==> src/rtl/cpu_control_unit.sv <==
`default_nettype none
// ============================================================================
//  Module      : cpu_control_unit
//  Description : Multi-cycle RV64 control unit sequencing the single-word cpu
//                datapath for ld/lw, sd/sw, addi, add and sub.
//  Revision    : 1.0 - initial release
// ============================================================================
module cpu_control_unit #(
    parameter int WORDSIZE = 64
) (
    input  logic                cu_clk,
    input  logic                cu_rst_n,
    input  logic [31:0]         cu_instr,
    input  logic                cu_instr_valid,
    output logic                cu_instr_ready,
    output logic [4:0]          cu_rf_addr_a,
    output logic [4:0]          cu_rf_addr_b,
    output logic [4:0]          cu_rf_write_addr,
    output logic                cu_rf_write_en,
    output logic [WORDSIZE-1:0] cu_immediate,
    output logic                cu_mux_0_sel,
    output logic                cu_mux_1_sel,
    output logic                cu_mux_2_sel,
    output logic [2:0]          cu_alu_operation,
    output logic                cu_dm_write_en,
    output logic                cu_illegal,
    output logic [31:0]         cu_retired
);

    localparam logic [2:0] c_IDLE   = 3'd0;
    localparam logic [2:0] c_DECODE = 3'd1;
    localparam logic [2:0] c_EXEC   = 3'd2;
    localparam logic [2:0] c_MEM    = 3'd3;
    localparam logic [2:0] c_WB     = 3'd4;

    localparam logic [6:0] c_OP_LOAD  = 7'b0000011;
    localparam logic [6:0] c_OP_STORE = 7'b0100011;
    localparam logic [6:0] c_OP_IMM   = 7'b0010011;
    localparam logic [6:0] c_OP_REG   = 7'b0110011;

    logic [2:0]          r_state;
    logic                r_live;
    logic                r_is_load;
    logic                r_is_store;
    logic                r_is_illegal;
    logic                r_rd_nz;
    logic [4:0]          r_addr_a;
    logic [4:0]          r_addr_b;
    logic [4:0]          r_write_addr;
    logic [WORDSIZE-1:0] r_imm;
    logic                r_mux0;
    logic                r_mux1;
    logic                r_mux2;
    logic [2:0]          r_alu_op;
    logic [31:0]         r_retired;

    logic [6:0]          w_opcode;
    logic [2:0]          w_funct3;
    logic [6:0]          w_funct7;
    logic [4:0]          w_rd;
    logic [4:0]          w_rs1;
    logic [4:0]          w_rs2;
    logic                w_is_load;
    logic                w_is_store;
    logic                w_is_addi;
    logic                w_is_alu;
    logic                w_legal;
    logic                w_accept;
    logic [WORDSIZE-1:0] w_imm_i;
    logic [WORDSIZE-1:0] w_imm_s;
    logic [4:0]          w_addr_a;
    logic [4:0]          w_addr_b;
    logic [4:0]          w_write_addr;
    logic [WORDSIZE-1:0] w_imm;
    logic                w_mux0;
    logic                w_mux1;
    logic                w_mux2;
    logic [2:0]          w_alu_op;
    logic                w_rd_nz;

    assign w_opcode = cu_instr[6:0];
    assign w_rd     = cu_instr[11:7];
    assign w_funct3 = cu_instr[14:12];
    assign w_rs1    = cu_instr[19:15];
    assign w_rs2    = cu_instr[24:20];
    assign w_funct7 = cu_instr[31:25];

    // funct3 010/011 selects the word and doubleword access widths
    assign w_is_load  = (w_opcode == c_OP_LOAD)  && (w_funct3[2:1] == 2'b01);
    assign w_is_store = (w_opcode == c_OP_STORE) && (w_funct3[2:1] == 2'b01);
    assign w_is_addi  = (w_opcode == c_OP_IMM)   && (w_funct3 == 3'b000);
    assign w_is_alu   = (w_opcode == c_OP_REG)   && (w_funct3 == 3'b000) &&
                        ((w_funct7 == 7'b0000000) || (w_funct7 == 7'b0100000));
    assign w_legal    = w_is_load || w_is_store || w_is_addi || w_is_alu;

    assign w_imm_i = {{(WORDSIZE-12){cu_instr[31]}}, cu_instr[31:20]};
    assign w_imm_s = {{(WORDSIZE-12){cu_instr[31]}}, cu_instr[31:25], cu_instr[11:7]};

    assign w_accept = cu_instr_ready && cu_instr_valid;

    always_comb begin
        w_addr_a     = 5'd0;
        w_addr_b     = 5'd0;
        w_write_addr = 5'd0;
        w_imm        = '0;
        w_mux0       = 1'b0;
        w_mux1       = 1'b0;
        w_mux2       = 1'b0;
        w_alu_op     = 3'b000;
        w_rd_nz      = 1'b0;
        if (w_is_load) begin
            w_addr_a     = w_rs1;
            w_write_addr = w_rd;
            w_imm        = w_imm_i;
            w_mux2       = 1'b1;
            w_rd_nz      = |w_rd;
        end else if (w_is_store) begin
            // store data travels on port A, the base address on port B
            w_addr_a = w_rs2;
            w_addr_b = w_rs1;
            w_imm    = w_imm_s;
            w_mux0   = 1'b1;
        end else if (w_is_addi) begin
            w_addr_a     = w_rs1;
            w_write_addr = w_rd;
            w_imm        = w_imm_i;
            w_rd_nz      = |w_rd;
        end else if (w_is_alu) begin
            w_addr_a     = w_rs1;
            w_addr_b     = w_rs2;
            w_write_addr = w_rd;
            w_mux1       = 1'b1;
            w_alu_op     = {2'b00, w_funct7[5]};
            w_rd_nz      = |w_rd;
        end
    end

    always_ff @(posedge cu_clk) begin
        if (!cu_rst_n) begin
            r_state      <= c_IDLE;
            r_live       <= 1'b0;
            r_is_load    <= 1'b0;
            r_is_store   <= 1'b0;
            r_is_illegal <= 1'b0;
            r_rd_nz      <= 1'b0;
            r_addr_a     <= 5'd0;
            r_addr_b     <= 5'd0;
            r_write_addr <= 5'd0;
            r_imm        <= '0;
            r_mux0       <= 1'b0;
            r_mux1       <= 1'b0;
            r_mux2       <= 1'b0;
            r_alu_op     <= 3'b000;
            r_retired    <= 32'd0;
        end else begin
            r_live <= 1'b1;
            case (r_state)
                c_IDLE: begin
                    if (w_accept) begin
                        r_state      <= c_DECODE;
                        r_is_load    <= w_is_load;
                        r_is_store   <= w_is_store;
                        r_is_illegal <= !w_legal;
                        r_rd_nz      <= w_rd_nz;
                        r_addr_a     <= w_addr_a;
                        r_addr_b     <= w_addr_b;
                        r_write_addr <= w_write_addr;
                        r_imm        <= w_imm;
                        r_mux0       <= w_mux0;
                        r_mux1       <= w_mux1;
                        r_mux2       <= w_mux2;
                        r_alu_op     <= w_alu_op;
                    end
                end
                c_DECODE: r_state <= r_is_illegal ? c_IDLE : c_EXEC;
                c_EXEC:   r_state <= (r_is_load || r_is_store) ? c_MEM : c_WB;
                c_MEM: begin
                    if (r_is_store) begin
                        r_state   <= c_IDLE;
                        r_retired <= r_retired + 32'd1;
                    end else begin
                        r_state <= c_WB;
                    end
                end
                c_WB: begin
                    r_state   <= c_IDLE;
                    r_retired <= r_retired + 32'd1;
                end
                default: r_state <= c_IDLE;
            endcase
        end
    end

    // ready stays low for the first cycle after reset, hence the r_live gate
    assign cu_instr_ready   = r_live && (r_state == c_IDLE);
    assign cu_rf_addr_a     = r_addr_a;
    assign cu_rf_addr_b     = r_addr_b;
    assign cu_rf_write_addr = r_write_addr;
    assign cu_rf_write_en   = (r_state == c_WB) && r_rd_nz;
    assign cu_immediate     = r_imm;
    assign cu_mux_0_sel     = r_mux0;
    assign cu_mux_1_sel     = r_mux1;
    assign cu_mux_2_sel     = r_mux2;
    assign cu_alu_operation = r_alu_op;
    assign cu_dm_write_en   = (r_state == c_MEM) && r_is_store;
    assign cu_illegal       = (r_state == c_DECODE) && r_is_illegal;
    assign cu_retired       = r_retired;

endmodule
`default_nettype wire

==> config.mk <==
export PLATFORM = sky130hd
export DESIGN_NAME = cpu_control_unit
export DESIGN_NICKNAME = d
export VERILOG_FILES = /design/src/rtl/cpu_control_unit.sv
export SDC_FILE = /design/constraint.sdc
export NUM_CORES = 1
export LEC_CHECK = 0
export ABC_AREA = 1
export CAP_MARGIN = 30
export CORE_MARGIN = 5
export CORE_UTILIZATION = 48
export CTS_CLUSTER_DIAMETER = 120
export DETAILED_ROUTE_END_ITERATION = 16
export GPL_TIMING_DRIVEN = 0
export PLACE_DENSITY = 0.85
export RECOVER_POWER = 50
export SYNTH_ARGS = -nofsm -noshare
export SYNTH_HDL_FRONTEND = slang
export SYNTH_SLANG_ARGS = --single-unit
==> constraint.sdc <==
create_clock -name cu_clk -period 4.43 [get_ports cu_clk]
set_input_delay 0.886 -clock cu_clk [delete_from_list [all_inputs] [get_ports cu_clk]]
set_output_delay 0.886 -clock cu_clk [all_outputs]
set_load 0.05 [all_outputs]
==> out/metrics.cfg, run 1 <==
[grt]
track_usage = 0.251
antenna_found_initial = 0
grt_pass1_vias = 4441
grt_pass1_wl_um = 20800
grt_max_degree = 55
grt.overflow.total = 0

[cts]
cts_tree = built
cts-hold-fix-buffers = 0
cts_num_sinks = 70
ctsResizeCount = 0
path_clk_slew_ns = 0.08
post-cts-setup-buffer-count = 0
cts_buffer_depth = 2
numCtsBuffers = 9
clkLatencyLatePin_ns = 0.35
root_buffer = clkbuf_8
ctsHtreeMaxLevel = 3

[synth]
synth.avg_cell_area_um2 = 6.51
synth_cell_type_count = 29
synth_seq_area_share = 0.342
syn_area_um2 = 4100
ys_ff_latch = 70
ys_warn_count = 0
netlist_instances = 630

[hold_path]
min_path_type = flip-flop to flip-flop
holdPathStages = 2

[setup_path]
cp-endpoint = cu_immediate[46]
reg2reg_to = cu_rf_write_addr[2]
slowest_stage = dfxtp_2
cp_max_fo = 54
reg2reg_slack_ns = 2.42
slowest_delay_ns = 0.90
worstSetupStartpoint = cu_immediate[62]
path_class = flip-flop to output port
cp-end-kind = output port
critPathRequiredTime_ns = 3.54
r2r-start = r_state[0]
arrival_ns = 2.31
path_cells = buf_4 -> clkdlybuf4s50_1
start_kind = flip-flop
r2r_cells = 6

[detailed_routing]
drtIter0Drc = 204
ant_nets = 0
drc_errors = 0
wire_per_inst_um = 14.4
via_per_inst = 5.06
drt-pass1-iter-count = 4
vias = 4575
totalWireLength_um = 13000

[sta]
setup-violations-final = 0
finalCriticalPeriod_ns = 3.20
hold_viol_final = 0
skew_ns = 0.0129
timing.final.crit_share = 0.722
tns_ns = 0
slew_headroom = 0.425
fmax_ghz = 0.313
grt_setup_unrepaired = no
worst_pin_slew_ns = 0.863
maxSlewViolCount = 0

[finish]
final_layout_size_suffix_gt1_frac = 0.115
area_growth_pct = 44.8
multi_input_area_um2 = 2010
n_antenna_cell = 0
fin_util = 0.719
seq_area_um2 = 1400
final_nets = 831
fill_cells = 690

[pwr]
vdd_drop_max_mv = 0.206
leakage_nw = 2.31
power.density_nw_per_um2 = 303

[placed_design]
gp_congestion = 0.967
io_buffers = 153
hpwl_um = 10200

[floorplan]
die_y_um = 102
core_area_um2 = 8260
ios = 156
die_w_um = 102
dieArea_um2 = 10500
start_util = 0.496
num_rows = 33

[run]
max_cap_viol_count = 0

[status]
status = finished clean

[sequential cells by signal (all words and copies together) (netlist names), 3 cells and up]
name              flops
cu_immediate         12
cu_retired           32
cu_rf_addr_a          5
cu_rf_addr_b          5
cu_rf_write_addr      5
r_state               3
[power by group]
group / switching [mW] / internal [mW] / total, mW
sequential: 0.0277 / 0.645 / 0.672
combinational: 0.371 / 0.223 / 0.595
clock: 0.254 / 0.277 / 0.531
[worst min-delay path by stage]
stage,from,endpoint
2_1_floorplan,r_rd_nz,r_rd_nz
3_3_place_gp,cu_alu_operation[0],cu_alu_operation[0]
3_5_place_dp,cu_rf_write_addr[4],cu_rf_write_addr[4]
4_1_cts,cu_rf_write_addr[4],cu_rf_write_addr[4]
5_1_grt,cu_rf_write_addr[4],cu_rf_write_addr[4]
6_report,cu_rf_write_addr[4],cu_rf_write_addr[4]
[metal layers]
| metal | part of all wire | GRT usage | up-vias |
|---|---|---|---|
| met5 | 0 | 0 | - |
| met4 | 0.014 | 0.0575 | 0 |
| met3 | 0.095 | 0.0737 | 20 |
| met2 | 0.52 | 0.464 | 199 |
| met1 | 0.37 | 0.282 | 2065 |
| li1 | - | - | 2291 |
[logic make-up after synthesis]
group | Yosys count | share of synthesized area
compound gates | 97 | 0.132
xor+xnor | 4 | 0.00855
fa+ha+maj | 1 | 0.00305
buf+inv | 118 | 0.162
flops | 70 | 0.342
other cells | 1 | 0.000915
simple gates | 339 | 0.352
[metrics by stage]
stage	area (um2)	instances	hold slack (ns)	setup slack, ns	power (mW)
final	5940	904	0.466	1.23	1.80
after floorplan	4100	631	0.444	1.60	1.09
after CTS	5960	904	0.471	1.20	1.81
after global placement	5770	889	0.454	1.15	1.28
after detailed placement	5770	889	0.458	1.59	1.29
after global routing	5940	904	0.485	1.10	1.86
[placed cells by master (no fill, tap or decap), types with 18 or more instances in the layout]
cell type and instances:
o21ai_0 18, nand3_1 35, inv_1 46, nor2_1 79, clkdlybuf4s50_1 125, a21oi_1 60, buf_4 57, dfxtp_1 69
dlygate4sd3_1 28, nand2_1 193
[worst max-delay path: cells and delay by family, from the launching register on]
family,cells,cell delay (ns)
buffers and inverters,2,1.04
flip-flops,1,0.90
[synth_stat cells (all sizes together)]
| master | n | area share |
|---|---|---|
| nor4 | 3 | 0.0046 |
| nor2 | 87 | 0.091 |
| nand2 | 195 | 0.18 |
| nand4 | 8 | 0.012 |
| nand3 | 38 | 0.050 |
| a21boi | 16 | 0.029 |
| o21ai | 20 | 0.027 |
| clkbuf | 7 | 0.0064 |
| nand3b | 2 | 0.0037 |
| a21oi | 60 | 0.073 |
| conb | 1 | 0.00091 |
| buf | 63 | 0.11 |
| nor3 | 4 | 0.0049 |
| a2111oi | 1 | 0.0021 |
| nor3b | 1 | 0.0031 |
| inv | 48 | 0.044 |
| dfxtp | 70 | 0.34 |
| ha | 1 | 0.0031 |
| xor2 | 4 | 0.0085 |
| and3 | 1 | 0.0015 |
[final cells by class]
type / instances / share of cell area
sequential: 70 / 0.236
clock inverter: 4 / 0.00948
timing repair buffer: 153 / 0.258
inverter: 48 / 0.0303
multi-input combinational: 443 / 0.339
clock buffer: 11 / 0.0238
tap: 105 / 0.0221
buffer: 70 / 0.0811
Power figures use the tool's default switching activity.
==> run 2, diff against run 1 <==
--- a/config.mk
+++ b/config.mk
@@ -8,11 +8,11 @@
 export ABC_AREA = 1
 export CAP_MARGIN = 30
 export CORE_MARGIN = 5
-export CORE_UTILIZATION = 48
+export CORE_UTILIZATION = 45
 export CTS_CLUSTER_DIAMETER = 120
 export DETAILED_ROUTE_END_ITERATION = 16
 export GPL_TIMING_DRIVEN = 0
-export PLACE_DENSITY = 0.85
+export PLACE_DENSITY = 0.81
 export RECOVER_POWER = 50
 export SYNTH_ARGS = -nofsm -noshare
 export SYNTH_HDL_FRONTEND = slang
==> constraint.sdc (replaced) <==
create_clock -name cu_clk -period 3.25 [get_ports cu_clk]
set_input_delay 0.65 -clock cu_clk [delete_from_list [all_inputs] [get_ports cu_clk]]
set_output_delay 0.65 -clock cu_clk [all_outputs]
set_load 0.05 [all_outputs]
==> run 2 against run 1 <==
  * Sequential power increased by 35%
  * Clock-buffer cell count decreased by 2
  * Worst setup slack got worse by 1.0 ns
  * Sequential share of layout area decreased by 0.061 points
  * Clock skew increased by 0.0015 ns
  * Largest cell class unchanged
  * Die area increased by 6.0%
==> out/metrics.cfg, run 2 (synthesized netlist as in run 1, its figures left out) <==
[setup_path]
arrival_ns = 2.40  ; +0.09 ns
cp_max_fo = 32  ; -41%
cp-end-kind = output port
critPathRequiredTime_ns = 2.60  ; -0.94 ns
r2r-start = r_state[0]
reg2reg_slack_ns = 1.20  ; -1.22 ns
path_class = flip-flop to output port
r2r_cells = 6  ; unchanged
start_kind = flip-flop
reg2reg_to = cu_immediate[3]

[sta]
hold_viol_final = 0  ; unchanged
skew_ns = 0.0144  ; +0.00148 ns
fmax_ghz = 0.328
slew_headroom = 0.469  ; +0.0449
grt_setup_unrepaired = no
finalCriticalPeriod_ns = 3.05
setup-violations-final = 0  ; unchanged
worst_pin_slew_ns = 0.795  ; -0.0685 ns
maxSlewViolCount = 0  ; unchanged
tns_ns = 0  ; unchanged
timing.final.crit_share = 0.938

[cts]
cts_buffer_depth = 2  ; unchanged
numCtsBuffers = 9  ; unchanged
path_clk_slew_ns = 0.09  ; about the same
ctsHtreeMaxLevel = 3  ; unchanged
cts-hold-fix-buffers = 0  ; unchanged
ctsResizeCount = 0  ; unchanged
clkLatencyLatePin_ns = 0.36  ; about the same
root_buffer = clkbuf_8
post-cts-setup-buffer-count = 0  ; unchanged
cts_num_sinks = 70  ; unchanged
cts_tree = built

[finish]
largest_reg_flops = 32  ; unchanged
n_antenna_cell = 0  ; unchanged
final_common_cell = nand2_1
final_cells = 909  ; +0.55%
final_area_um2 = 5950  ; +0.17%
final_layout_size_suffix_gt1_frac = 0.116  ; +0.000961
area_growth_pct = 45.1
final_nets = 832  ; +0.12%
most-common-layout-cells = 193 x nand2_1, 122 x clkdlybuf4s50_1, 79 x nor2_1, 70 x dfxtp_1, 60 x a21oi_1

[placed_design]
placed_area_um2 = 5800  ; +0.52%
io_buffers = 153  ; unchanged
hpwl_um = 10200  ; -0.11%
place_inst = 893  ; +0.45%
gp_congestion = 0.854  ; -12%

[floorplan]
num_rows = 34  ; +3.0%
start_util = 0.465  ; -0.0309
ios = 156  ; unchanged
core_area_um2 = 8810  ; +6.6%
die_y_um = 105  ; +3.0%
die_w_um = 105  ; +3.0%
dieArea_um2 = 11100  ; +6.0%

[hold_path]
holdPathStages = 2  ; unchanged
min_to = cu_rf_write_addr[2]
worstHoldStart = cu_rf_write_addr[2]
min_path_type = flip-flop to flip-flop

[detailed_routing]
drt-pass1-iter-count = 4  ; unchanged
vias = 4658  ; +1.8%
drtIter0Drc = 226  ; +11%
wire_per_inst_um = 14.4  ; +0.34%
totalWireLength_um = 13100  ; +0.89%
ant_nets = 0  ; unchanged
drc_errors = 0  ; unchanged
via_per_inst = 5.12  ; +1.3%

[pwr]
power.density_nw_per_um2 = 404  ; +33%
vdd_drop_max_mv = 0.237  ; +15%
total_power_mw = 2.40  ; +34%
leakage_nw = 2.33  ; +0.62%

[status]
status = finished clean

[grt]
antenna_found_initial = 0  ; unchanged
track_usage = 0.234  ; -0.0168
grt_pass1_vias = 4483  ; +0.95%
grt_pass1_wl_um = 21500  ; +3.4%
grt_max_degree = 33  ; -40%
grt.overflow.total = 0  ; unchanged

[run]
max_cap_viol_count = 0  ; unchanged

## run 2: changes by cell type in the layout (fill, tap and decap cells not counted), moves of 2 or more
cell	delta
clkdlybuf4s50_1	-3
dlygate4sd3_1	+3
inv_6	+3
clkinv_2	+2
clkinv_4	-2
## run 2: routing by layer
metal | share of wire | GRT usage | vias to the layer above
li1 | - | - | 2291
met2 | 0.51 | 0.418 | 213
met5 | 0 | 0 | -
met3 | 0.092 | 0.0733 | 26
met1 | 0.39 | 0.268 | 2128
met4 | 0.015 | 0.0656 | 0
## run 2: worst max-delay path, stage by stage, from the launching register on
cell and delay (ns):
dfxtp_1 0.85, buf_16 0.25, buf_4 0.12, clkdlybuf4s50_1 0.81
## run 2: worst max-delay path by stage
stage	startpoint	end	cells after the start
final	cu_immediate[62]	cu_immediate[57]	3
after global routing	cu_immediate[62]	cu_immediate[57]	3
after CTS	cu_immediate[62]	cu_immediate[57]	3
after detailed placement	cu_immediate[62]	cu_immediate[57]	3
after global placement	cu_immediate[62]	cu_immediate[50]	2
after floorplan	r_state[0]	cu_illegal	2
## run 2: layout make-up
cell class | count | area (um2)
Clock inverter | 7 | 52.6
Multi-Input combinational cell | 443 | 2020
Buffer | 70 | 478
Tap cell | 108 | 135
Inverter | 48 | 180
Sequential cell | 70 | 1400
Clock buffer | 9 | 124
Timing Repair Buffer | 154 | 1560
Fill cell | 786 | 2860
## run 2: stage by stage
stage | utilization | hold slack, ns | worst slack, ns
6_report | 0.675 | 0.473 | 0.202
5_1_grt | 0.675 | 0.496 | 0.104
3_5_place_dp | 0.658 | 0.466 | 0.601
3_3_place_gp | 0.655 | 0.453 | 0.224
2_1_floorplan | - | 0.444 | 0.653
4_1_cts | 0.678 | 0.478 | 0.194
## run 2: where the power goes
group / switching [mW] / internal [mW] / total, mW
clock: 0.387 / 0.285 / 0.672
sequential: 0.0262 / 0.878 / 0.904
combinational: 0.517 / 0.310 / 0.827
==> run 3, diff against run 2 <==
--- a/config.mk
+++ b/config.mk
@@ -7,11 +7,9 @@
 export LEC_CHECK = 0
 export ABC_AREA = 1
 export CAP_MARGIN = 30
-export CORE_MARGIN = 5
 export CORE_UTILIZATION = 45
 export CTS_CLUSTER_DIAMETER = 120
 export DETAILED_ROUTE_END_ITERATION = 16
-export GPL_TIMING_DRIVEN = 0
 export PLACE_DENSITY = 0.81
 export RECOVER_POWER = 50
 export SYNTH_ARGS = -nofsm -noshare
==> run 3 against run 2 <==
  * Total power down 5.0%
  * Core utilization down 4.9 points
  * Clock power up 2%
  * Fmax up 15%
  * Sequential share of layout area up 2.0 points
  * Flip-flop and latch count unchanged
  * Wire length down 16%
  * Via count down 7.8%
  * Clock-buffer cell count up 2
  * Clock skew down 0.0033 ns
  * Sequential power down 0.9%
  * Non-clock buffer count down 66
==> out/metrics.cfg, run 3 (synthesized netlist as in run 1, its figures left out) <==
[finish]
final_common_cell = nand2_1
n_antenna_cell = 0  ; unchanged
final_nets = 766  ; -7.9%
area_growth_pct = 33.9
seq_area_um2 = 1400  ; unchanged
largest_reg_flops = 32  ; unchanged
fill_cells = 810  ; +3.1%
most-common-layout-cells = 193 x nand2_1, 125 x clkdlybuf4s50_1, 75 x nor2_1, 70 x dfxtp_1, 60 x a21oi_1
final_layout_size_suffix_gt1_frac = 0.0517  ; -0.0644
multi_input_area_um2 = 2020  ; +0.37%
final_cells = 843  ; -7.3%

[pwr]
combPwrFrac = 0.306  ; -0.038
p_sw_mw = 0.866  ; -6.8%
power_frac_clock = 0.301  ; +0.021
power.density_nw_per_um2 = 416  ; +2.9%
leakage_nw = 2.00  ; -14%
intPower_mw = 1.42  ; -3.9%
seqPwrFrac = 0.392  ; +0.016
vdd_drop_max_mv = 0.250  ; +5.4%
switching_share = 0.380  ; -0.00734

[setup_path]
reg2reg_to = cu_retired[19]
cp-end-kind = flip-flop
r2r_cells = 8  ; +2
start_kind = input port
path_class = input port to flip-flop
reg2reg_slack_ns = 0.94  ; -0.26 ns
cp_max_fo = 27  ; -16%
arrival_ns = 2.83  ; +0.43 ns
r2r-start = r_state[2]
critPathRequiredTime_ns = 3.42  ; +0.82 ns

[cts]
cts-hold-fix-buffers = 0  ; unchanged
root_buffer = clkbuf_8
post-cts-setup-buffer-count = 0  ; unchanged
cts_buffer_depth = 2  ; unchanged
numCtsBuffers = 9  ; unchanged
clkLatencyLatePin_ns = 0.35  ; about the same
cts_tree = built
ctsHtreeMaxLevel = 3  ; unchanged
ctsResizeCount = 0  ; unchanged
cts_num_sinks = 70  ; unchanged
path_clk_slew_ns = 0.08  ; about the same

[hold_path]
min_path_type = flip-flop to flip-flop
min_to = cu_alu_operation[0]
holdPathStages = 2  ; unchanged
worstHoldStart = cu_alu_operation[0]

[placed_design]
hpwl_um = 8210  ; -20%
io_buffers = 153  ; unchanged
gp_congestion = 0.966  ; +13%
place_inst = 827  ; -7.4%

[sta]
grt_setup_unrepaired = no
maxSlewViolCount = 0  ; unchanged
slew_headroom = 0.168  ; -0.301
worst_pin_slew_ns = 1.25  ; +0.453 ns
tns_ns = 0  ; unchanged
finalCriticalPeriod_ns = 2.66  ; -0.389 ns
skew_ns = 0.0111  ; -0.00333 ns
setup-violations-final = 0  ; unchanged
timing.final.crit_share = 0.818  ; -0.120
holdWs_ns = 0.468  ; -0.00448 ns
fmax_ghz = 0.376  ; +15%
hold_viol_final = 0  ; unchanged

[floorplan]
num_rows = 34  ; unchanged
die_w_um = 97.4  ; -7.6%
dieArea_um2 = 9490  ; -15%
core_area_um2 = 8760  ; -0.48%
start_util = 0.468  ; +0.00226
die_y_um = 97.4  ; -7.6%
ios = 156  ; unchanged

[detailed_routing]
wire_per_inst_um = 13.1  ; -9.0%
vias = 4294  ; -7.8%
drt-pass1-iter-count = 5  ; +1
drc_errors = 0  ; unchanged
drtIter0Drc = 164  ; -27%
via_per_inst = 5.09  ; -0.60%
ant_nets = 0  ; unchanged
totalWireLength_um = 11000  ; -16%

[grt]
grt_pass1_vias = 4068  ; -9.3%
track_usage = 0.236  ; +0.00214
grt_max_degree = 54  ; +64%
grt.overflow.total = 0  ; unchanged
antenna_found_initial = 0  ; unchanged
grt_pass1_wl_um = 18500  ; -14%

[status]
status = finished clean

[run]
max_cap_viol_count = 0  ; unchanged

-- run 3: cell count changes in the layout (fill, tap and decap cells not counted), moves of 2 or more --
cell | before | now
clkdlybuf4s50_1 | 122 | 125
buf_2 | 4 | 0
nor2_2 | 6 | 9
buf_4 | 56 | 2
clkbuf_1 | 10 | 3
dlygate4sd3_1 | 31 | 28
nor2_1 | 79 | 75
clkbuf_8 | 9 | 11
-- run 3: stage by stage --
stage / utilization / cell area (um2) / total power [mW] / setup WS [ns]
2_1_floorplan: - / 4100 / 1.48 / 0.653
3_3_place_gp: 0.607 / 5320 / 1.61 / 0.953
3_5_place_dp: 0.607 / 5320 / 1.62 / 0.881
4_1_cts: 0.629 / 5510 / 2.30 / 0.588
5_1_grt: 0.626 / 5490 / 2.37 / 0.351
6_report: 0.626 / 5490 / 2.28 / 0.591
-- run 3: layout make-up --
| type | count | area share |
|---|---|---|
| Clock inverter | 5 | 0.00729 |
| Sequential cell | 70 | 0.255 |
| Tap cell | 108 | 0.0246 |
| Clock buffer | 11 | 0.0276 |
| Timing Repair Buffer | 158 | 0.284 |
| Inverter | 48 | 0.0328 |
| Multi-Input combinational cell | 443 | 0.369 |
-- run 3: worst max path at each step --
stage | startpoint | to | slack [ns] | cells after the start
2_1_floorplan | r_state[0] | cu_illegal | 0.65 | 2
5_1_grt | cu_rst_n | cu_retired[19] | 0.35 | 5
6_report | cu_rst_n | cu_retired[12] | 0.59 | 5
3_3_place_gp | cu_instr[0] | r_rd_nz | 0.95 | 9
3_5_place_dp | cu_instr[1] | cu_immediate[3] | 0.88 | 7
4_1_cts | r_state[0] | cu_rf_write_en | 0.59 | 4
-- run 3: power by group through the flow --
stage	logic (mW)	registers (mW)	clock network [mW]
floorplan	0.507	0.973	0
global placement	0.700	0.914	0
detailed placement	0.709	0.915	0
CTS	0.710	0.896	0.698
global route	0.729	0.899	0.744
finish	0.699	0.896	0.687
-- run 3: critical path: stages --
cell and delay, ns:
dlygate4sd3_1 0.53, clkbuf_1 0.38, inv_1 0.19, clkbuf_1 0.93
nor3b_1 0.15
-- run 3: layer usage --
layer	global-route usage	part of all wire
met1	0.272	0.43
met4	0.0848	0.018
met3	0.0626	0.064
met2	0.417	0.49
met5	0	0
